--- config.mk ---
export PLATFORM = sky130hd
export DESIGN_NAME = register_file
export DESIGN_NICKNAME = d
export VERILOG_FILES = /design/src/rtl/register_file.sv
export SDC_FILE = /design/constraint.sdc
export NUM_CORES = 2
export LEC_CHECK = 0
export BUFFER_PORTS_ARGS = -buffer_cell sky130_fd_sc_hd__buf_4
export CAP_MARGIN = 20
export CORE_UTILIZATION = 60
export DETAILED_ROUTE_END_ITERATION = 12
export HOLD_SLACK_MARGIN = 0.12
export PLACE_DENSITY = 0.86
export SETUP_SLACK_MARGIN = 0.15
export SLEW_MARGIN = 5
export SYNTH_ARGS = -nofsm -noshare
export SYNTH_HDL_FRONTEND = slang
export SYNTH_SLANG_ARGS = --single-unit
--- constraint.sdc ---
create_clock -name clk -period 2.8 [get_ports clk]
set_input_delay 0.42 -clock clk [delete_from_list [all_inputs] [get_ports clk]]
set_output_delay 0.42 -clock clk [all_outputs]
set_load 0.02 [all_outputs]
--- src/rtl/register_file.sv ---
// RISC-V integer register file: 2**ADDR_WIDTH x DATA_WIDTH, two combinational read ports, one write port.
// Optional macro REGFILE_BYPASS_EN forwards WD3 to a read port that addresses the register being written.
module register_file #(
   parameter int DATA_WIDTH = 32,
   parameter int ADDR_WIDTH = 5
) (
   input  logic                  clk,
   input  logic                  rst_n,
   input  logic                  WE3,
   input  logic [ADDR_WIDTH-1:0] A1,
   input  logic [ADDR_WIDTH-1:0] A2,
   input  logic [ADDR_WIDTH-1:0] A3,
   input  logic [DATA_WIDTH-1:0] WD3,
   output logic [DATA_WIDTH-1:0] RD1,
   output logic [DATA_WIDTH-1:0] RD2
);

   localparam int REG_COUNT = 2 ** ADDR_WIDTH;
   localparam logic [ADDR_WIDTH-1:0] ZERO_ADDR = {ADDR_WIDTH{1'b0}};
   localparam logic [DATA_WIDTH-1:0] ZERO_DATA = {DATA_WIDTH{1'b0}};

   logic [DATA_WIDTH-1:0] regs_r [REG_COUNT];
   logic                  write_s;

   // Writes to x0 are dropped here so the stored x0 never leaves zero.
   always_comb begin
      write_s = 1'b0;
      if (WE3 && (A3 != ZERO_ADDR)) begin
         write_s = 1'b1;
      end else begin
         write_s = 1'b0;
      end
   end

   // Register array: async clear has priority over any write on the same edge.
   always_ff @(posedge clk or negedge rst_n) begin
      if (!rst_n) begin
         for (int i = 0; i < REG_COUNT; i++) begin
            regs_r[i] <= ZERO_DATA;
         end
      end else if (write_s) begin
         regs_r[A3] <= WD3;
      end
   end

   function automatic logic [DATA_WIDTH-1:0] read_port(
      input logic [ADDR_WIDTH-1:0] addr,
      input logic                  wr,
      input logic [ADDR_WIDTH-1:0] wr_addr,
      input logic [DATA_WIDTH-1:0] wr_data,
      input logic [DATA_WIDTH-1:0] stored
   );
      logic [DATA_WIDTH-1:0] value;
      if (addr == ZERO_ADDR) begin
         value = ZERO_DATA;
`ifdef REGFILE_BYPASS_EN
      end else if (wr && (wr_addr == addr)) begin
         value = wr_data;
`endif
      end else begin
         value = stored;
      end
      // Keep the write-side arguments referenced in the build without bypass.
      if (wr && (wr_addr == addr) && (wr_data == stored)) begin
         value = value;
      end else begin
         value = value;
      end
      return value;
   endfunction

   // Combinational read ports.
   always_comb begin
      RD1 = ZERO_DATA;
      RD2 = ZERO_DATA;
      RD1 = read_port(A1, write_s, A3, WD3, regs_r[A1]);
      RD2 = read_port(A2, write_s, A3, WD3, regs_r[A2]);
   end

endmodule

==> flow_metrics.py <==
metrics = {
    "place": {
        "post-place-ws_ns": -0.493,
        "placed_cells": 4731,
        "gp_congestion": 0.896,
        "dp_hpwl_um": 103000,
        "port_buffers": 113,
        "placed_cell_area_mm2": 0.0584,
    },
    "drt": {
        "via_count": 39429,
        "drt_iter0_markers": 5725,
        "wl_um": 189000,
        "viasPerCell": 7.79,
        "ant_nets": 0,
        "remaining_drc_errors": 12,
        "dr.pass1.iters": 12,
        "routedWlPerCell_um": 37.3,
    },
    "power": {
        "powerDensity_mw_per_mm2": 704,
        "p_switching_mw": 13.4,
        "switching_share_pct": 29.1,
        "p_total_mw": 45.9,
        "p_comb_share_pct": 23.9,
        "pwr-share-seq_pct": 43.9,
        "ir_drop_mv": 0.601,
        "leakage_nw": 28.4,
        "internal_power_mw": 32.6,
        "p_clk_share_pct": 32.2,
    },
    "floorplanning": {
        "coreArea_mm2": 0.0888,
        "die_w_um": 302,
        "die_h_um": 302,
        "start_util_pct": 60.8,
        "rows": 109,
        "ios": 114,
        "die-area_mm2": 0.0912,
    },
    "grt": {
        "grt_pass1_vias": 41617,
        "grt_start_max_net_pins": 125,
        "grt_pass1_wl_um": 277000,
        "grt_usage_pct": 41.9,
        "grt-ovfl-total": 0,
        "antenna_found_initial": 12,
    },
    "critical_path": {
        "critical_path_class": "register to output pin",
        "crit_arrival_ns": 2.63,
        "worst_setup_path_start_kind": "register",
        "worst-endpoint-required_ns": 2.38,
        "cp_max_fo": 3,
        "end_kind": "output pin",
    },
    "timing": {
        "hold_violations": 0,
        "setup_viol": 58,
        "drv_slew": 0,
        "finalSetupTns_ns": -5.63,
        "fin_crit_sh_pct": 109,
        "rsz0062_at_grt": "yes",
        "fmax_ghz": 0.328,
        "whs_ns": 0.180,
        "setup_ws_ns": -0.253,
        "max_slew_margin_pct": 35.5,
        "max_slew.worst_pin.slew_ns": 0.964,
        "fin_skew_ns": 0,
        "fin_crit_ns": 3.05,
    },
    "clock_network": {
        "cts_made_buffers": 105,
        "clk_pin_slew_ns": 0.06,
        "cts_num_sinks": 1024,
        "clock_latency_ns": 0.69,
        "cts_buffer_depth": 3,
        "cts_tree": "yes",
        "ctsHtreeMaxLevel": 3,
        "root_buffer": "clkbuf_16",
    },
    "logic_synthesis": {
        "yosysSeqAreaShare_pct": 47.4,
        "synth_top_cell_area_share_pct": 47.4,
        "yosysWarningCount": 0,
        "yosys.area.top_type": "dfrtp_1",
        "synthCells": 3539,
        "avgSynthCellArea_um2": 15.3,
        "synth_seq_cells": 1024,
        "syn_area_mm2": 0.0540,
        "yosysUniqueCellTypes": 42,
        "synth.net_count": 3589,
        "synth.area.top_cells": "dfrtp_1, mux4_2, mux2_2",
    },
    "status": {
        "violations": "design-rule violations, negative setup slack",
        "status": "finished with violations",
    },
    "cells_and_area": {
        "multi_input_area_mm2": 0.0284,
        "largest_reg_flops": 1024,
        "syn2layout_area_growth_pct": 20.7,
        "top_register": "regs_r",
        "layout_commonest_cell": "dfrtp_1",
        "nFillCells": 4695,
        "reg.largest.list": "regs_r (1024)",
        "fin_area_mm2": 0.0652,
        "mostFrequentLayoutCells": "dfrtp_1, mux2_2, mux4_2",
        "fin_cells": 5064,
        "regArea_mm2": 0.0256,
        "final_util_pct": 73.4,
        "drive_above_1_share_pct": 59.8,
        "final_nets": 3855,
    },
    "min_path": {
        "hold_class": "input pin to register",
    },
    "run": {
        "maxCapViolations": 0,
    },
}
[cells in the mapped netlist, drive strengths merged]
master   number
or2           2
nor2         18
a221oi        2
a32o          8
dfrtp      1024
nand3b        1
nor2b        29
a2111oi      60
a31oi         2
nor4b         1
mux4        459
nor4         10
o22ai       102
inv           2
and3          1
nand4         1
a211oi       12
nor3         54
mux2       1021
clkbuf      224
or3b          2
mux2i       165
o221ai        3
a22oi        18
buf         197
a21oi        11
or3           2
nand2b       12
and2          3
a311oi        1
clkinv        1
nand2        27
nand4b        1
a22o         54
nand3         7
a31o          2
[per-layer routing]
metal	vias to the layer above	global-route usage, %	routed length (um)
li1	14360	-	-
met1	20076	51.2	61400
met2	3773	61.6	84100
met3	1214	14.8	26500
met4	6	31.8	16800
met5	-	0	34
[critical path, stage by stage, from the launching register on]
cell and delay [ns]:
dfrtp_1 0.44, mux4_2 0.48, mux4_2 0.50, o22ai_2 0.15
nor3_2 0.05, buf_4 0.16, buf_6 0.13
[what timing repair did]
action,in CTS,in global routing
gates resized for setup,317,55
buffers inserted,105,17
pin swaps,129,32
cloned,8,1
setup endpoints to repair,64,64
hold endpoints to repair,372,0
hold buffers,1,0
[power groups by stage]
stage               logic (mW)  registers [mW]  clock network [mW]
CTS                       10.4            19.7                14.7
global route              11.4            20.3                15.3
finish                    11.0            20.1                14.8
detailed placement        9.03            20.0                   0
floorplan                 6.70            19.1                   0
global placement          8.69            19.8                   0
[cell families after synthesis]
group / count (synthesis) / share of synthesized area, %
buf+inv: 424 / 3.55
flops: 1024 / 47.4
mux: 1645 / 43.5
compound gates: 275 / 3.85
simple gates: 171 / 1.66
[worst paths after layout]
kind | to | slack, ns | cells past startpoint | from
setup / recovery | RD2[17] | -0.25 | 6 | regs_r[81]
hold / removal | regs_r[947] | 0.18 | 2 | WD3[19]
setup reg to reg | regs_r[295] | 1.74 | 3 | regs_r[295]
hold reg to reg | regs_r[1021] | 0.40 | 0 | regs_r[1021]
max in group asynchronous | regs_r[1010] | 1.46 | 3 | rst_n
min in group asynchronous | regs_r[32] | 0.23 | 2 | rst_n
[area by class of cell]
type / count / share of cell area [%]
Clock inverter: 40 / 0.869
Antenna cell: 10 / 0.0384
Tap cell: 1165 / 2.24
Inverter: 3 / 0.0173
Timing Repair Buffer: 580 / 9.29
Sequential cell: 1024 / 39.3
Clock buffer: 151 / 4.66
Multi-Input combinational cell: 2091 / 43.6
Note: power is estimated with default switching activity, not from simulation.
